## config.mk

```make
export PLATFORM = sky130hd
export DESIGN_NAME = eth_10g_mac_tx_st_frame_guard
export DESIGN_NICKNAME = d
export VERILOG_FILES = /design/src/rtl/eth_10g_mac_tx_st_frame_guard.sv
export SDC_FILE = /design/constraint.sdc
export NUM_CORES = 1
export LEC_CHECK = 0
export ABC_AREA = 1
export CAP_MARGIN = 20
export CORE_MARGIN = 2
export CORE_UTILIZATION = 45
export CTS_BUF_LIST = sky130_fd_sc_hd__clkbuf_4
export DETAILED_ROUTE_END_ITERATION = 10
export PLACE_DENSITY = 0.74
export REMOVE_ABC_BUFFERS = 1
export SLEW_MARGIN = 25
export SYNTH_ARGS = -nofsm -noshare
export SYNTH_HDL_FRONTEND = slang
export SYNTH_SLANG_ARGS = --single-unit
```

## constraint.sdc

```tcl
create_clock -name clk -period 1.9 [get_ports clk]
set_input_delay 0.285 -clock clk [delete_from_list [all_inputs] [get_ports clk]]
set_output_delay 0.285 -clock clk [all_outputs]
set_load 0.01 [all_outputs]
```

## src/rtl/eth_10g_mac_tx_st_frame_guard.sv

```systemverilog
// Avalon-ST TX framing guard.
// Accepted beats pass through a framing FSM into a 2-entry FIFO skid buffer.
// The FSM closes malformed or overlong packets with EOP and error[0], and it
// discards stray beats. Abnormal events are tallied in saturating counters.
module eth_10g_mac_tx_st_frame_guard #(
    parameter int MAX_BEATS = 1520,
    parameter int CNT_W     = 16
) (
    input  logic             clk,
    input  logic             reset_n,
    output logic             in_ready,
    input  logic             in_valid,
    input  logic [63:0]      in_data,
    input  logic [2:0]       in_error,
    input  logic             in_startofpacket,
    input  logic             in_endofpacket,
    input  logic [2:0]       in_empty,
    input  logic             out_ready,
    output logic             out_valid,
    output logic [63:0]      out_data,
    output logic [2:0]       out_error,
    output logic             out_startofpacket,
    output logic             out_endofpacket,
    output logic [2:0]       out_empty,
    output logic [CNT_W-1:0] stray_cnt,
    output logic [CNT_W-1:0] trunc_cnt,
    output logic [CNT_W-1:0] oversize_cnt
);

    localparam logic [1:0]  ST_IDLE   = 2'd0;
    localparam logic [1:0]  ST_IN_PKT = 2'd1;
    localparam logic [1:0]  ST_DROP   = 2'd2;
    localparam logic [16:0] MAX_BEATS_L = 17'(MAX_BEATS);

    // Stored beat layout: {data, error, sop, eop, empty}
    localparam int BEAT_W = 64 + 3 + 1 + 1 + 3;

    logic [1:0]        state_reg, state_next;
    logic [15:0]       beat_cnt_reg, beat_cnt_next;
    logic [BEAT_W-1:0] mem_reg [0:1];
    logic              wr_ptr_reg;
    logic              rd_ptr_reg;
    logic [1:0]        count_reg, count_next;
    logic              in_ready_reg;
    logic              out_valid_reg;

    logic              accept;
    logic              push;
    logic              pop;
    logic              forced;
    logic              f_sop;
    logic              f_eop;
    logic [2:0]        f_err;
    logic [2:0]        f_empty;
    logic [2:0]        cnt_inc;
    logic [CNT_W-1:0]  status_cnt_reg [0:2];

    assign accept = in_valid & in_ready_reg;
    assign pop    = out_valid_reg & out_ready;

    // Framing decision for the beat being accepted this cycle
    always_comb begin
        state_next    = state_reg;
        beat_cnt_next = beat_cnt_reg;
        push          = 1'b0;
        forced        = 1'b0;
        f_sop         = in_startofpacket;
        f_eop         = in_endofpacket;
        f_err         = in_error;
        cnt_inc       = 3'b000;
        if (accept) begin
            case (state_reg)
                ST_IDLE: begin
                    if (in_startofpacket) begin
                        push = 1'b1;
                        if (!in_endofpacket) begin
                            state_next    = ST_IN_PKT;
                            beat_cnt_next = 16'd1;
                        end
                    end else begin
                        cnt_inc[0] = 1'b1;
                    end
                end
                ST_IN_PKT: begin
                    push = 1'b1;
                    if (in_startofpacket) begin
                        // New packet started before the old one ended: close the old one
                        forced     = 1'b1;
                        f_sop      = 1'b0;
                        cnt_inc[1] = 1'b1;
                        state_next = ST_DROP;
                    end else if (in_endofpacket) begin
                        state_next = ST_IDLE;
                    end else if (({1'b0, beat_cnt_reg} + 17'd1) == MAX_BEATS_L) begin
                        forced     = 1'b1;
                        cnt_inc[2] = 1'b1;
                        state_next = ST_DROP;
                    end else begin
                        beat_cnt_next = beat_cnt_reg + 16'd1;
                    end
                end
                ST_DROP: begin
                    if (in_endofpacket) begin
                        state_next = ST_IDLE;
                    end
                end
                default: state_next = ST_IDLE;
            endcase
        end
        if (forced) begin
            f_eop    = 1'b1;
            f_err[0] = 1'b1;
        end
        f_empty = (f_eop && !forced) ? in_empty : 3'd0;
    end

    assign count_next = count_reg + {1'b0, push} - {1'b0, pop};

    // FSM, packet length and buffer bookkeeping
    always_ff @(posedge clk or negedge reset_n) begin
        if (!reset_n) begin
            state_reg     <= ST_IDLE;
            beat_cnt_reg  <= 16'd0;
            wr_ptr_reg    <= 1'b0;
            rd_ptr_reg    <= 1'b0;
            count_reg     <= 2'd0;
            in_ready_reg  <= 1'b0;
            out_valid_reg <= 1'b0;
        end else begin
            state_reg     <= state_next;
            beat_cnt_reg  <= beat_cnt_next;
            count_reg     <= count_next;
            in_ready_reg  <= (count_next < 2'd2);
            out_valid_reg <= (count_next != 2'd0);
            if (push) wr_ptr_reg <= ~wr_ptr_reg;
            if (pop)  rd_ptr_reg <= ~rd_ptr_reg;
        end
    end

    // Buffer storage; cleared on reset so out_* payload reads zero
    generate
        for (genvar gi = 0; gi < 2; gi++) begin : g_entry
            always_ff @(posedge clk or negedge reset_n) begin
                if (!reset_n) begin
                    mem_reg[gi] <= '0;
                end else if (push && (wr_ptr_reg == gi[0])) begin
                    mem_reg[gi] <= {in_data, f_err, f_sop, f_eop, f_empty};
                end
            end
        end
    endgenerate

    // Saturating status counters: 0 stray, 1 trunc, 2 oversize
    generate
        for (genvar gi = 0; gi < 3; gi++) begin : g_cnt
            always_ff @(posedge clk or negedge reset_n) begin
                if (!reset_n) begin
                    status_cnt_reg[gi] <= '0;
                end else if (cnt_inc[gi] && (status_cnt_reg[gi] != {CNT_W{1'b1}})) begin
                    status_cnt_reg[gi] <= status_cnt_reg[gi] + 1'b1;
                end
            end
        end
    endgenerate

    assign in_ready     = in_ready_reg;
    assign out_valid    = out_valid_reg;
    assign {out_data, out_error, out_startofpacket, out_endofpacket, out_empty} = mem_reg[rd_ptr_reg];
    assign stray_cnt    = status_cnt_reg[0];
    assign trunc_cnt    = status_cnt_reg[1];
    assign oversize_cnt = status_cnt_reg[2];

endmodule

```

* Word-level counts from Yosys, hierarchy flattened
Index checks and enable logic that the tools add are counted.
W data, S select, Z words.
** Cells by class
- Reductions and logical operators :: 12
- Muxes and demuxes :: 34
- Magnitude comparators :: 2
- Bitwise logic cells :: 5
- Add/sub/neg operators :: 7
- Equal/unequal tests :: 13
** Operators by type and width (number)
- $mux W72 :: 3
- $mux W16 :: 5
- $add A16 B1 Y16 const B :: 4
- $ne A16 B16 Y1 const B :: 3
- $pmux W16 S2 :: 1
- $add A16 B1 Y17 const B :: 1
- $eq A17 B11 Y1 const B :: 1
- $mux W1 :: 14
- $mux W2 :: 7
- $ne A2 B2 Y1 const B :: 6
- $reduce_and A7 Y1 :: 1
- $logic_and A1 B1 Y1 :: 6
- $mux W3 :: 2
- $pmux W2 S3 :: 1
- $reduce_and A5 Y1 :: 1
- $ne A4 B4 Y1 const B :: 1
- $reduce_bool A2 Y1 :: 2
- $add A2 B1 Y2 :: 1
- $and A1 B1 Y1 :: 2
- $eq A2 B1 Y1 const B :: 1
- $eq A2 B2 Y1 const B :: 1
- $ge A2 B2 Y1 const B :: 1
- $logic_not A2 Y1 :: 1
- $lt A2 B2 Y1 const B :: 1
- 5 further kinds :: 6
** Word-level totals
- Output and inout port bits :: 122
- Bits in registers :: 216
- Bits of input ports :: 76
- Logic and storage cells :: 85

* Longest topological paths before layout
Gate-level depths: netlist of the first run.
- Depth after elaboration :: 10
- Gate-level depth with buffers :: 17
- Depth with buffers taken out :: 17

* Worst setup path after synthesis of the first run
Ideal clock, no wire load.
- Path kind :: register -> register
- From :: reg beat_cnt_reg[0]
- To :: reg beat_cnt_reg[0]
- Buffers on the path :: 1
- Arrival :: 1.911 ns
- Setup time :: 0.117 ns
- Cell stages (with the launch flop) :: 17
- Path slack :: -0.128 ns
- Data required time :: 1.783 ns
- Clock period less this slack :: 2.028 ns
- Cell sequence :: dfrtp_1 > ha_1 > nand2_1 > nor2_2 > nand2_1 > nor2_1 > nand2_1 > nand2_1 > nor2_1 > nand3_1 > nor2_2 > nand2_2 > nand3_4 > nand2_4 > buf_4 > nand3_1 > nand2_1
** On the way
- Word-level cells in the longest chain between the ends :: 5
- Elaborated cells between the ends (all ways) :: 9
** RTL lines
- from (decl) :: RTL line 39 : logic [15:0] beat_cnt_reg, beat_cnt_next;
- from (signal assigned) :: RTL line 131 : beat_cnt_reg <= beat_cnt_next;
- branches (longest 5 deep; another with $add A16 B1 Y17)
Parallel ways; which one is timed is not known. The select of a mux whose other input is x is not followed.
A chain may end at the register's enable or synchronous reset.

* Worst setup path after layout of the first run
- From :: reg beat_cnt_reg[4]
- To :: reg beat_cnt_reg[1]
** On the way
- Word-level cells in the longest chain between the ends :: 4
** RTL lines
- $add A16 B1 Y17 :: RTL line 94 : end else if (({1'b0, beat_cnt_reg} + 17'd1) == MAX_BEATS_L) begin
- $eq A17 B11 Y1 :: RTL line 94
- $ne A2 B2 Y1 (no line)
- $reduce_and A7 Y1 (no line)
Every way passes these cells.

==> results of run 1 <==
==> kinds of logic (layout without fill, tap and decap cells) <==
| family | after synthesis | in the layout | synth area share |
|---|---|---|---|
| xor gates and xnor gates | 46 | 46 | 0.0392 |
| buffers and inverters | 190 | 622 | 0.0708 |
| DFF | 216 | 216 | 0.526 |
| AOI/OAI and AO/OA | 153 | 153 | 0.0749 |
| and+or+nand+nor | 701 | 701 | 0.281 |
| adders and majority gates | 6 | 6 | 0.00730 |
| muxes | 1 | 1 | 0.00109 |
==> worst reg2reg max path, stage by stage, from the launching register on <==
cell,delay [ns]
dfrtp_1,0.45
nand2_1,0.18
nor2_2,0.23
nand3_2,0.10
nand2_2,0.12
nand2_4,0.07
nor2_4,0.13
nand3_2,0.10
nor2_4,0.14
nand2_2,0.09
nand3_4,0.13
nand2_8,0.10
clkbuf_16,0.17
nand3b_1,0.08
nand2_1,0.05
==> stage by stage <==
stage | TNS [ns] | total power [mW] | utilization
finish | -24.27 | 22.8 | 0.722
global route | -36.33 | 24.1 | 0.722
CTS | -25.29 | 19.8 | 0.655
detailed placement | -40.90 | 14.8 | 0.596
global placement | -33.07 | 14.6 | 0.596
floorplan | -200.39 | 10.5 | -
==> path summary, 6_finish.rpt <==
kind,slack [ns],endpoint,from
hold reg to reg,0.48,mem_reg[112],mem_reg[112]
setup reg to reg,-0.33,beat_cnt_reg[1],beat_cnt_reg[4]
max in group asynchronous,1.06,mem_reg[112],reset_n
min in group asynchronous,0.21,mem_reg[26],reset_n
hold / removal,0.20,mem_reg[10],in_data[2]
setup / recovery,-0.33,beat_cnt_reg[1],beat_cnt_reg[4]
==> cell usage after synthesis (all sizes together) (2+ instances only) <==
cell type,instances
or2,2
nor4,4
nand4,20
dfrtp,216
inv,140
nand2,517
nor2,80
xnor2,13
nand3,61
a21oi,4
ha,6
clkbuf,47
nor3,11
xor2,33
nand3b,4
buf,3
o21ai,148
==> power by group through the flow <==
stage | combinational, mW | sequential, mW | clock [mW]
finish | 11.2 | 7.34 | 4.22
global placement | 7.64 | 6.97 | 0
CTS | 8.54 | 6.98 | 4.30
global route | 12.0 | 7.52 | 4.58
detailed placement | 7.80 | 7.04 | 0
floorplan | 3.49 | 7.06 | 0
==> area by class of cell <==
class / instances / area (sq um) / share of cell area
clock buffers: 88 / 661 / 0.0407
clock inverters: 19 / 106 / 0.00655
inverters: 140 / 548 / 0.0337
multi-input cells: 907 / 5250 / 0.323
flip-flops and latches: 216 / 5420 / 0.333
well taps: 285 / 357 / 0.0219
repair buffers: 375 / 3920 / 0.241
==> per-layer routing <==
metal,wire [microns],GRT usage,up-vias
met2,16300,0.410,411
met3,2250,0.0490,90
met5,0,0,-
met4,925,0.0756,0
met1,12700,0.301,4888
li1,-,-,4910
==> repair_timing <==
item | in CTS | in global routing
endpoints found under the setup margin | 165 | 235
pin swaps | 42 | 80
hold buffers | 1 | 0
resized for setup | 463 | 321
hold endpoints to repair | 80 | 0
gates cloned | 5 | 12
setup buffers | 41 | 20
==> results.py, run 1 <==
metrics = {
    "run_status": {
        "status": "finished, violations left",
        "violations": "setup timing",
    },
    "worst_setup_path": {
        "path_depth": 14,
        "crit_fanout": 4,
        "cpPeakStageDelay_ns": 0.45,
        "worstPathCellList": "nand2_1 > nor2_2 > nand3_2 > nand2_2 > nand2_4 > nor2_4 > nand3_2 > nor2_4 > nand2_2 > nand3_4 > nand2_8 > clkbuf_16 > nand3b_1 > nand2_1",
        "arrival_ns": 2.78,
        "slowest_stage": "dfrtp_1",
        "worstSetupPathType": "reg -> reg",
        "reg2reg_depth": 14,
        "cp-end-kind": "flop",
        "required_ns": 2.46,
        "crit_path_start_kind": "flop",
        "crit_family": "simple AND/OR/NAND/NOR gates",
        "crit_buf_inv": 1,
    },
    "grt": {
        "globalRouteTotalUtil": 0.237,
        "grt-ovfl-total": 0,
        "grt_pass1_vias": 9903,
        "antenna_found_initial": 0,
        "grt_pass1_wl_mm": 47.2,
        "grt_max_degree": 78,
    },
    "finish": {
        "fillers": 1631,
        "final_cell_mix": "nand2_1 (354), dfrtp_1 (207), o21ai_0 (139)",
        "final_cells": 2030,
        "synthToLayoutAreaGrowth_pct": 58.0,
        "largest_reg_flops": 144,
        "layout_commonest_cell": "nand2_1",
        "stdcell_area_sq_um": 16200,
        "nets": 1781,
        "diodes": 0,
        "drive_above_1_share": 0.347,
    },
    "sta": {
        "hold_viol": 0,
        "fin_ws_ns": -0.325,
        "finalSetupViolCount": 111,
        "rsz0062_at_grt": "true",
        "worst_pin_slew_ns": 0.590,
        "period_minus_slack_ns": 2.23,
        "slew_viol_final": 0,
        "whs_ns": 0.201,
        "fin_crit_sh": 1.17,
        "maxSlewHeadroom": 0.607,
        "max_clock_freq_mhz": 449,
        "fin_skew_ns": 0.0415,
    },
    "yosys": {
        "synthArstFlopShare": 1.00,
        "synth_area_sq_um": 10300,
        "ys_warn_count": 0,
        "ys_seq_elements": 216,
        "synth_seq_area_share": 0.526,
        "syn_inst": 1313,
        "synth_top_flop_cell": "dfrtp_1",
        "synth_edf_count": 0,
        "syn_area_per_cell_sq_um": 7.83,
        "yosysTopAreaCell": "dfrtp_1",
        "synth_area_leaders": "dfrtp_1 (53%), nand2_1 (19%), o21ai_0 (7.1%)",
        "synth_top_area_frac": 0.526,
        "ys_types": 32,
    },
    "floorplanning": {
        "io_pins": 198,
        "die_area_sq_um": 24100,
        "die_w_microns": 155,
        "die_y_microns": 155,
        "start_util": 0.457,
        "coreArea_sq_um": 22500,
        "rows": 55,
    },
    "clock_network": {
        "cts_made_buffers": 59,
        "cts_max_level": 2,
        "cts-root-buf": "clkbuf_4",
        "cts_tree": "done",
        "clock_sinks": 216,
        "cts_buffer_depth": 3,
        "clkTransAtPathRegs_ns": 0.07,
        "insertion_delay_ns": 0.67,
    },
    "flow_run": {
        "cap_violations": 0,
    },
    "place": {
        "hpwl_mm": 18.1,
        "dpl.cell_count": 1853,
        "dp_slack_ns": -0.544,
        "port_buffers": 197,
        "place.gp.congestion": 0.897,
        "dpl-instance-area_sq_um": 13400,
    },
    "detailed_routing": {
        "wl_mm": 32.1,
        "antenna_left": 0,
        "firstDrtPassIters": 5,
        "vias": 10300,
        "viasPerCell": 5.07,
        "drt_iter0_markers": 549,
        "post-route-drc-count": 0,
        "wl_per_cell_microns": 15.8,
    },
    "power": {
        "irDropWorstVdd_mv": 0.583,
        "seq_power_share": 0.323,
        "p_sw_mw": 8.72,
        "internal_power_mw": 14.0,
        "power.density_nw_per_um2": 1400,
        "combPwrFrac": 0.492,
        "clockPowerShare": 0.185,
        "netSwitchingFraction": 0.383,
        "power_leakage_nw": 8.55,
    },
    "worst_hold_path": {
        "min_delay_path_depth": 3,
        "min_path_type": "in -> reg",
    },
}
Power figures use the tool's default switching activity.
==> run 2: changes to the inputs <==
--- a/config.mk
+++ b/config.mk
@@ -11,7 +11,8 @@
 export CORE_UTILIZATION = 45
 export CTS_BUF_LIST = sky130_fd_sc_hd__clkbuf_4
 export DETAILED_ROUTE_END_ITERATION = 10
-export PLACE_DENSITY = 0.74
+export GPL_TIMING_DRIVEN = 0
+export PLACE_DENSITY = 0.71
 export REMOVE_ABC_BUFFERS = 1
 export SLEW_MARGIN = 25
 export SYNTH_ARGS = -nofsm -noshare
==> constraint.sdc (replaced) <==
create_clock -name clk -period 2.4 [get_ports clk]
set_input_delay 0.36 -clock clk [delete_from_list [all_inputs] [get_ports clk]]
set_output_delay 0.36 -clock clk [all_outputs]
set_load 0.01 [all_outputs]
==> results.py, run 2 (synthesis gave the netlist of run 1 again) <==
metrics = {
    "run_status": {
        "status": "completed",
    },
    "place": {
        "place.gp.congestion": 0.881,
        "dpl-instance-area_sq_um": 12600,
        "hpwl_mm": 16.2,
        "port_buffers": 197,
    },
    "floorplanning": {
        "start_util": 0.457,
        "rows": 55,
        "die_y_microns": 155,
        "die_area_sq_um": 24100,
        "coreArea_sq_um": 22500,
        "die_w_microns": 155,
        "io_pins": 198,
    },
    "clock_network": {
        "cts-root-buf": "clkbuf_4",
        "cts_buffer_depth": 3,
        "clock_sinks": 216,
        "cts_made_buffers": 59,
        "cts_max_level": 2,
        "clkTransAtPathRegs_ns": 0.06,
        "cts_tree": "done",
        "insertion_delay_ns": 0.68,
    },
    "worst_setup_path": {
        "worstSetupPathType": "reg -> reg",
        "cp-end-kind": "flop",
        "crit_path_start_kind": "flop",
        "reg2reg_depth": 14,
        "required_ns": 2.96,
        "arrival_ns": 2.86,
        "crit_fanout": 6,
    },
    "finish": {
        "stdcell_area_sq_um": 13600,
        "layout_commonest_cell": "nand2_1",
        "drive_above_1_share": 0.133,
        "final_cell_mix": "nand2_1 (506), dfrtp_1 (213), o21ai_0 (145)",
        "synthToLayoutAreaGrowth_pct": 32.2,
        "nets": 1631,
        "largest_reg_flops": 144,
    },
    "power": {
        "seq_power_share": 0.383,
        "power.density_nw_per_um2": 1070,
        "clockPowerShare": 0.219,
        "combPwrFrac": 0.398,
        "power_mw": 14.5,
        "power_leakage_nw": 7.03,
        "netSwitchingFraction": 0.378,
        "p_sw_mw": 5.49,
        "irDropWorstVdd_mv": 0.622,
        "internal_power_mw": 9.05,
    },
    "detailed_routing": {
        "wl_mm": 26.3,
        "drt_iter0_markers": 607,
        "firstDrtPassIters": 5,
        "wl_per_cell_microns": 14.0,
        "vias": 9139,
        "antenna_left": 0,
        "viasPerCell": 4.87,
        "post-route-drc-count": 0,
    },
    "grt": {
        "grt_max_degree": 93,
        "globalRouteTotalUtil": 0.216,
        "grt_pass1_vias": 8713,
        "grt_pass1_wl_mm": 42.9,
        "grt-ovfl-total": 0,
        "antenna_found_initial": 2,
    },
    "sta": {
        "hold_viol": 0,
        "slew_viol_final": 0,
        "fin_crit_sh": 0.958,
        "worst_pin_slew_ns": 1.06,
        "fin_skew_ns": 0.0375,
        "whs_ns": 0.169,
        "rsz0062_at_grt": "true",
        "maxSlewHeadroom": 0.296,
        "period_minus_slack_ns": 2.30,
        "max_clock_freq_mhz": 435,
        "finalSetupViolCount": 0,
    },
    "flow_run": {
        "cap_violations": 0,
    },
    "worst_hold_path": {
        "min_path_type": "in -> async",
    },
}
[run 2: cell types whose count changed in the layout (fill, tap and decap cells not counted), moves of 11 or more]
cell             change
nand2_1            +152
buf_4              -106
nand2_2             -95
buf_6               -74
nand2_4             -57
clkdlybuf4s50_1     +47
dlygate4sd2_1       -37
nand3_1             +29
nand3_2             -26
clkdlybuf4s15_1     +23
buf_12              -20
buf_2               +11
[run 2: path summary, 6_finish.rpt]
check	end	start	slack [ns]
worst min-delay path	mem_reg[101]	reset_n	0.17
worst min register to register	mem_reg[5]	mem_reg[5]	0.48
min in group clk	mem_reg[72]	in_empty[0]	0.25
worst max register to register	oversize_cnt[9]	beat_cnt_reg[1]	0.10
max in group asynchronous	rd_ptr_reg	reset_n	1.46
worst max-delay path	oversize_cnt[9]	beat_cnt_reg[1]	0.10
[run 2: critical path, cell delays in order, from the launching register on]
cell     delay, ns
dfrtp_2       0.42
ha_4          0.20
nand3_2       0.10
nor2_4        0.16
buf_4         0.13
xnor2_1       0.09
nor2_2        0.13
buf_4         0.12
nand2_1       0.06
nor2_2        0.13
nand4_1       0.24
nor2_2        0.23
nand2_1       0.07
nand2_1       0.06
nand2_1       0.04
[run 2: cell type report]
cell class	instances	area [sq um]
multi-input cells	907	4270
clock buffers	80	601
well taps	285	357
flip-flops and latches	216	5410
clock inverters	23	121
repair buffers	225	2280
fillers	2043	8910
inverters	140	548
diodes	1	2.50
[run 2: metal layers]
metal / vias up / part of all wire / global-route usage
met1: 4243 / 0.45 / 0.296
met3: 51 / 0.065 / 0.0485
met4: 2 / 0.018 / 0.0647
met2: 233 / 0.46 / 0.346
met5: - / 0.00053 / 0
li1: 4610 / - / -
[run 2: metrics by stage]
step                      setup WS [ns]  instances  setup TNS [ns]   util
after floorplan                  -0.596       1263          -95.20      -
after detailed placement         -0.349       1751          -14.09  0.560
after global routing            -0.0280       1877          -0.129  0.604
final                             0.101       1877               0  0.604
after global placement            -8.26       1745        -2289.18  0.551
after CTS                        -0.200       1869          -0.393  0.598
[run 2: power groups by stage]
stage / Clock [mW] / Sequential [mW] / Combinational (mW)
floorplan: 0 / 5.59 / 2.76
global placement: 0 / 5.78 / 5.32
detailed placement: 0 / 5.66 / 5.64
CTS: 3.28 / 5.56 / 5.74
global route: 3.47 / 5.71 / 6.50
finish: 3.18 / 5.57 / 5.78
[run 2: what timing repair did]
| item | in CTS | in global routing |
|---|---|---|
| gates resized for setup | 180 | 79 |
| setup endpoints to repair | 96 | 99 |
| buffers inserted | 9 | 7 |
| hold buffers | 1 | 0 |
| pin swaps | 2 | 8 |
| cloned | 5 | 1 |
| hold endpoints to repair | 216 | 0 |
==> RTL change 1 (settings of run 2) <==
Register the outputs `stray_cnt`, `trunc_cnt` and `oversize_cnt`, cleared by the reset; this adds one clock of latency there. The other outputs are not delayed to match.
--- a/src/rtl/eth_10g_mac_tx_st_frame_guard.sv
+++ b/src/rtl/eth_10g_mac_tx_st_frame_guard.sv
@@ -167,7 +167,15 @@
     assign out_valid    = out_valid_reg;
     assign {out_data, out_error, out_startofpacket, out_endofpacket, out_empty} = mem_reg[rd_ptr_reg];
-    assign stray_cnt    = status_cnt_reg[0];
-    assign trunc_cnt    = status_cnt_reg[1];
-    assign oversize_cnt = status_cnt_reg[2];
+    always_ff @(posedge clk or negedge reset_n) begin
+        if (!reset_n) begin
+            stray_cnt    <= '0;
+            trunc_cnt    <= '0;
+            oversize_cnt <= '0;
+        end else begin
+            stray_cnt    <= status_cnt_reg[0];
+            trunc_cnt    <= status_cnt_reg[1];
+            oversize_cnt <= status_cnt_reg[2];
+        end
+    end
 
 endmodule
Function: changed (Yosys sat finds a counterexample within 4 cycles, from zero or initial values and one cycle with reset_n low).
==> RTL change 1 against run 2 <==
- area after synthesis increased by 12%
- design area increased by 12%
- routed wire length increased by 5.5%
- sequential power increased by 16%
- total power increased by 12%
- sequential share of layout area increased by 3.7 points
- sequential cell count increased by 48
- critical path depth decreased by 3
- combinational power increased by 1%
- worst setup slack improved by 0.0086 ns
- critical path type unchanged
- largest power group is now sequential cells
- highest routed layer is now met4
==> RTL change 1: results (changes against run 2) <==
* Placed cell area at 0.01392 mm2 (+10%)
* Post-Synth Adder-Cell Area at 0.7607% (+0.031 points)
* Worst EP arrival at 2.81 ns (-0.05 ns)
* Skew-Pair Late Insertion Delay at 0.66 ns (-0.02 ns)
* Hold WS at 0.2240 ns (+0.05480 ns)
* Crit path from: in_ready$_DFF_PN0_
* Clk_skew at 0.06061 ns (+0.02311 ns)
* CTS H-tree lvls at 3 (+1)
* Synth Area in Compound Gates at 7.205% (-0.29 points)
* Placed insts at 1831 (+4.6%)
* Synth area leaders: dfrtp_1 57%, nand2_1 17%, o21ai_0 6.3%
* Pin count of the biggest net entering global routing at 110 (+18%)
* Final nets at 1681 (+3.1%)
* Slew @ Worst Pin at 1.191 ns (+0.1353 ns)
* Vias at 9530 (+4.3%)
* Vias in the first global route at 9191 (+5.5%)
* Dpl ws at -0.5346 ns (-0.1854 ns)
* Initial DRC Count at 603 (-0.66%)
* Sequential-to-total area share from yosys stat at 57.38% (+4.8 points)
* Num CTS Buffers at 73 (+24%)
* Share of cells above drive strength 1 at 13.32% (about the same)
* Wire per inst at 14.02 um (+0.22%)
* Maximum net fanout on the critical path at 7 (+1)
* First-pass GRT wire length at 45310 um (+5.6%)
* Mean Syn Cell Area at 8.554 um2 (+9.2%)
* Status: complete, no violations
* Post-synthesis mux area share at 0.09780% (-0.012 points)
* Reg2Reg Depth at 11 (-3)
* HPWL after detailed placement at 17170 um (+5.8%)
* Critical-path top delay cell: dfrtp_1
* Setup crit end: status_cnt_reg[31]$_DFFE_PN0P_
* Leakage at 7.687 nW (+9.3%)
* FMAX at 436.6 MHz (+0.37%)
* Vias/cell at 4.823 (-0.95%)
[RTL change 1: changes by cell type in the layout (fill, tap and decap cells not counted), moves of 14 or more]
cell and delta:
clkbuf_4 +25, dfrtp_1 +46, buf_2 -23, nand3_1 -27, dlygate4sd2_1 +31, o21ai_1 +14
[RTL change 1: logic make-up after synthesis]
logic type | count (synthesis)
XOR/XNOR | 48
adder cells (fa/ha/maj) | 7
AND/OR/NAND/NOR | 678
flip-flops | 264
buffers and inverters | 183
AO/OA/AOI/OAI | 165
multiplexers | 1
[RTL change 1: final cells by class]
class / instances / area, um2 / area share, %
Antenna cell: 2 / 5.005 / 0.03292
Clock buffer: 105 / 788.3 / 5.184
Clock inverter: 16 / 120.1 / 0.7900
Inverter: 133 / 520.5 / 3.423
Multi-Input combinational cell: 901 / 4355 / 28.65
Sequential cell: 264 / 6615 / 43.51
Tap cell: 330 / 412.9 / 2.716
Timing Repair Buffer: 224 / 2376 / 15.63
Timing Repair inverter: 1 / 11.26 / 0.07406
[RTL change 1: per-layer routing]
| metal | vias to the layer above | track usage [%] | routed length, um |
|---|---|---|---|
| met5 | - | 0 | 0 |
| met4 | 0 | 6.858 | 443 |
| met3 | 38 | 5.631 | 2176 |
| met2 | 304 | 32.54 | 12540 |
| met1 | 4426 | 29.13 | 12550 |
| li1 | 4762 | - | - |
[RTL change 1: repair_timing]
action / in CTS / in global routing
endpoints found under the hold margin: 60 / 0
setup endpoints to repair: 85 / 77
gates resized for setup: 102 / 65
hold buffers: 1 / 0
cloned: 5 / 2
pin swaps: 2 / 10
buffers inserted: 8 / 6
[RTL change 1: where the power goes]
group	internal [mW]	switching, mW
clock	2.21	1.79
combinational	2.60	3.24
sequential	5.74	0.694
==> RTL change 2 (settings of run 2) <==
Without the edit above. Set the parameter `MAX_BEATS` to 1140 (it was 1520).
--- a/src/rtl/eth_10g_mac_tx_st_frame_guard.sv
+++ b/src/rtl/eth_10g_mac_tx_st_frame_guard.sv
@@ -4,5 +4,5 @@
 // discards stray beats. Abnormal events are tallied in saturating counters.
 module eth_10g_mac_tx_st_frame_guard #(
-    parameter int MAX_BEATS = 1520,
+    parameter int MAX_BEATS = 1140,
     parameter int CNT_W     = 16
 ) (
Function: no difference found for any inputs over 4 cycles, from zero or initial values and one cycle with reset_n low; that may be too few to reach the edited logic, so the function may still have changed.
==> RTL change 2 against run 2 <==
- fmax decreased by 1.7%
- routed wire length increased by 8.0%
- utilization grew 1.9 points
- hold slack improved by 0.071 ns
- clock skew fell by 0.011 ns
- worst setup slack lost 0.039 ns
- global-route usage increased by 1.1 points
- clock power grew 2%
- via count grew 2.9%
- critical path type is now reg -> out
- total power up 8.2%
- register-to-register slack improved by 0.02 ns
- area after synthesis about the same
- design area up 3.5%
- sequential cell count did not move
==> RTL change 2: results (changes against run 2) <==
* Total track usage at 22.66% (+1.1 points)
* Metal2 WL at 12870 um (+6.0%)
* Post-synthesis mux area share at 0.1094% (about the same)
* Cell variety after synth at 29 (-9.4%)
* Critical-path top delay cell: dfrtp_4
* GRT met2 Usage at 35.01% (+0.44 points)
* Crit path from: rd_ptr_reg$_DFFE_PN0P_
* Multi-input logic area at 0.004428 mm2 (+3.6%)
* XOR/XNOR Fraction of Synth Area at 4.085% (+0.17 points)
* Leakage at 7.054 nW (+0.34%)
* Num CTS Buffers at 56 (-5.1%)
* Clock network share of area at 5.220% (-0.090 points)
* Clk_buf instances at 91 (+14%)
* Post-Synth Adder-Cell Area at 0.7295% (about the same)
* Sequential power share at 36.0% (-2.3 points)
* Synth top cells by count: 535 x nand2_1, 216 x dfrtp_1, 150 x o21ai_0, 133 x inv_1, 59 x nor2_1
* Wire per inst at 14.98 um (+7.1%)
* Signal buffers share of area at 18.44% (+1.6 points)
* First-pass GRT wire length at 44570 um (+3.9%)
* Critical Path Max Stage Delay at 0.56 ns (+0.14 ns)
* Synth area leaders: dfrtp_1 53%, nand2_1 20%, o21ai_0 7.3%
* Delay-heaviest family, CP: buffers and inverters
* HPWL after detailed placement at 16680 um (+2.8%)
* Met1 usage at 31.36% (+1.7 points)
* Wl on met1 at 12440 um (+4.2%)
* Async SR Flop Fraction at 100.0% (unchanged)
* Worst EP arrival at 1.98 ns (-0.88 ns)
* Antenna violations before repair at 1 (-1)
* Comb power frac at 43.4% (+3.6 points)
* Worst VDD drop at 505.0 uV (-19%)
* Metal3 WL at 2298 um (+35%)
* Clk_skew at 0.02674 ns (-0.01076 ns)
* Max Used Layer: met4
* Inverters at 138 (-1.4%)
* Non-clock buffers at 237 (+5.3%)
* Slew @ Worst Pin at 0.6201 ns (-0.4359 ns)
* Vias/cell at 4.967 (+2.0%)
* Share of cells above drive strength 1 at 18.03% (+4.7 points)
* Pin count of the biggest net entering global routing at 90 (-3.2%)
* Initial DRC Count at 584 (-3.8%)
* Multi-input logic cell count at 914 (+0.77%)
* Routability congestion estimate at 0.8723 (-0.97%)
* Sequential-to-total area share from yosys stat at 52.52% (about the same)
* Reg area at 0.005410 mm2 (about the same)
* Status: complete, no violations
* RR Endpoint: oversize_cnt[15]$_DFFE_PN0P_
* Reg2reg setup slack at 0.12 ns (+0.02 ns)
* Worst Hold Class: in -> async
* Final nets at 1645 (+0.86%)
* Vias in the first global route at 8918 (+2.4%)
* Net Sw Frac at 37.86% (+0.11 points)
* Synth Area in Compound Gates at 7.745% (+0.25 points)
-- RTL change 2: changes by cell type in the layout (fill, tap and decap cells not counted), sizes merged, moves of 3 or more --
cell / before / now
nand4: 20 / 15
nor2: 80 / 65
buf: 54 / 87
clkinv: 20 / 10
clkdlybuf4s15: 28 / 14
nor3: 11 / 14
nand3: 61 / 50
nor4: 4 / 7
clkbuf: 91 / 98
nand2: 517 / 543
o21ai: 148 / 151
-- RTL change 2: worst max path at each step --
stage | endpoint | cells past startpoint
2_1_floorplan | mem_reg[72]$_DFFE_PN0P_ | 6
3_3_place_gp | oversize_cnt[4]$_DFFE_PN0P_ | 1
3_5_place_dp | oversize_cnt[7]$_DFFE_PN0P_ | 13
4_1_cts | out_data[10] | 6
5_1_grt | out_data[10] | 6
6_report | out_data[10] | 6
-- RTL change 2: what timing repair did --
item | 4_1_cts | 5_1_grt
hold buffers | 1 | 0
pin swaps | 3 | 28
endpoints found under the hold margin | 71 | 0
endpoints found under the setup margin | 87 | 78
gates resized for setup | 266 | 130
cloned | 6 | 10
setup buffers | 14 | 6
-- RTL change 2: per-stage QoR --
stage | cell area (um2) | worst slack (ns) | std cells | power, mW | hold WS (ns)
floorplan | 10070 | -0.5351 | 1265 | 8.374 | 0.06441
global placement | 12400 | -8.268 | 1747 | 11.18 | 0.4577
detailed placement | 12590 | -0.7335 | 1754 | 11.39 | 0.3668
CTS | 13420 | -0.09784 | 1878 | 14.68 | 0.1966
global route | 14070 | -0.03654 | 1894 | 16.80 | 0.2229
finish | 14070 | 0.06154 | 1894 | 15.72 | 0.2397
-- RTL change 2: cell families after synthesis --
family | count (synthesis)
adders and majority gates | 6
xor gates and xnor gates | 48
muxes | 1
and+or+nand+nor | 698
AOI/OAI and AO/OA | 158
buffers and inverters | 191
DFF | 216
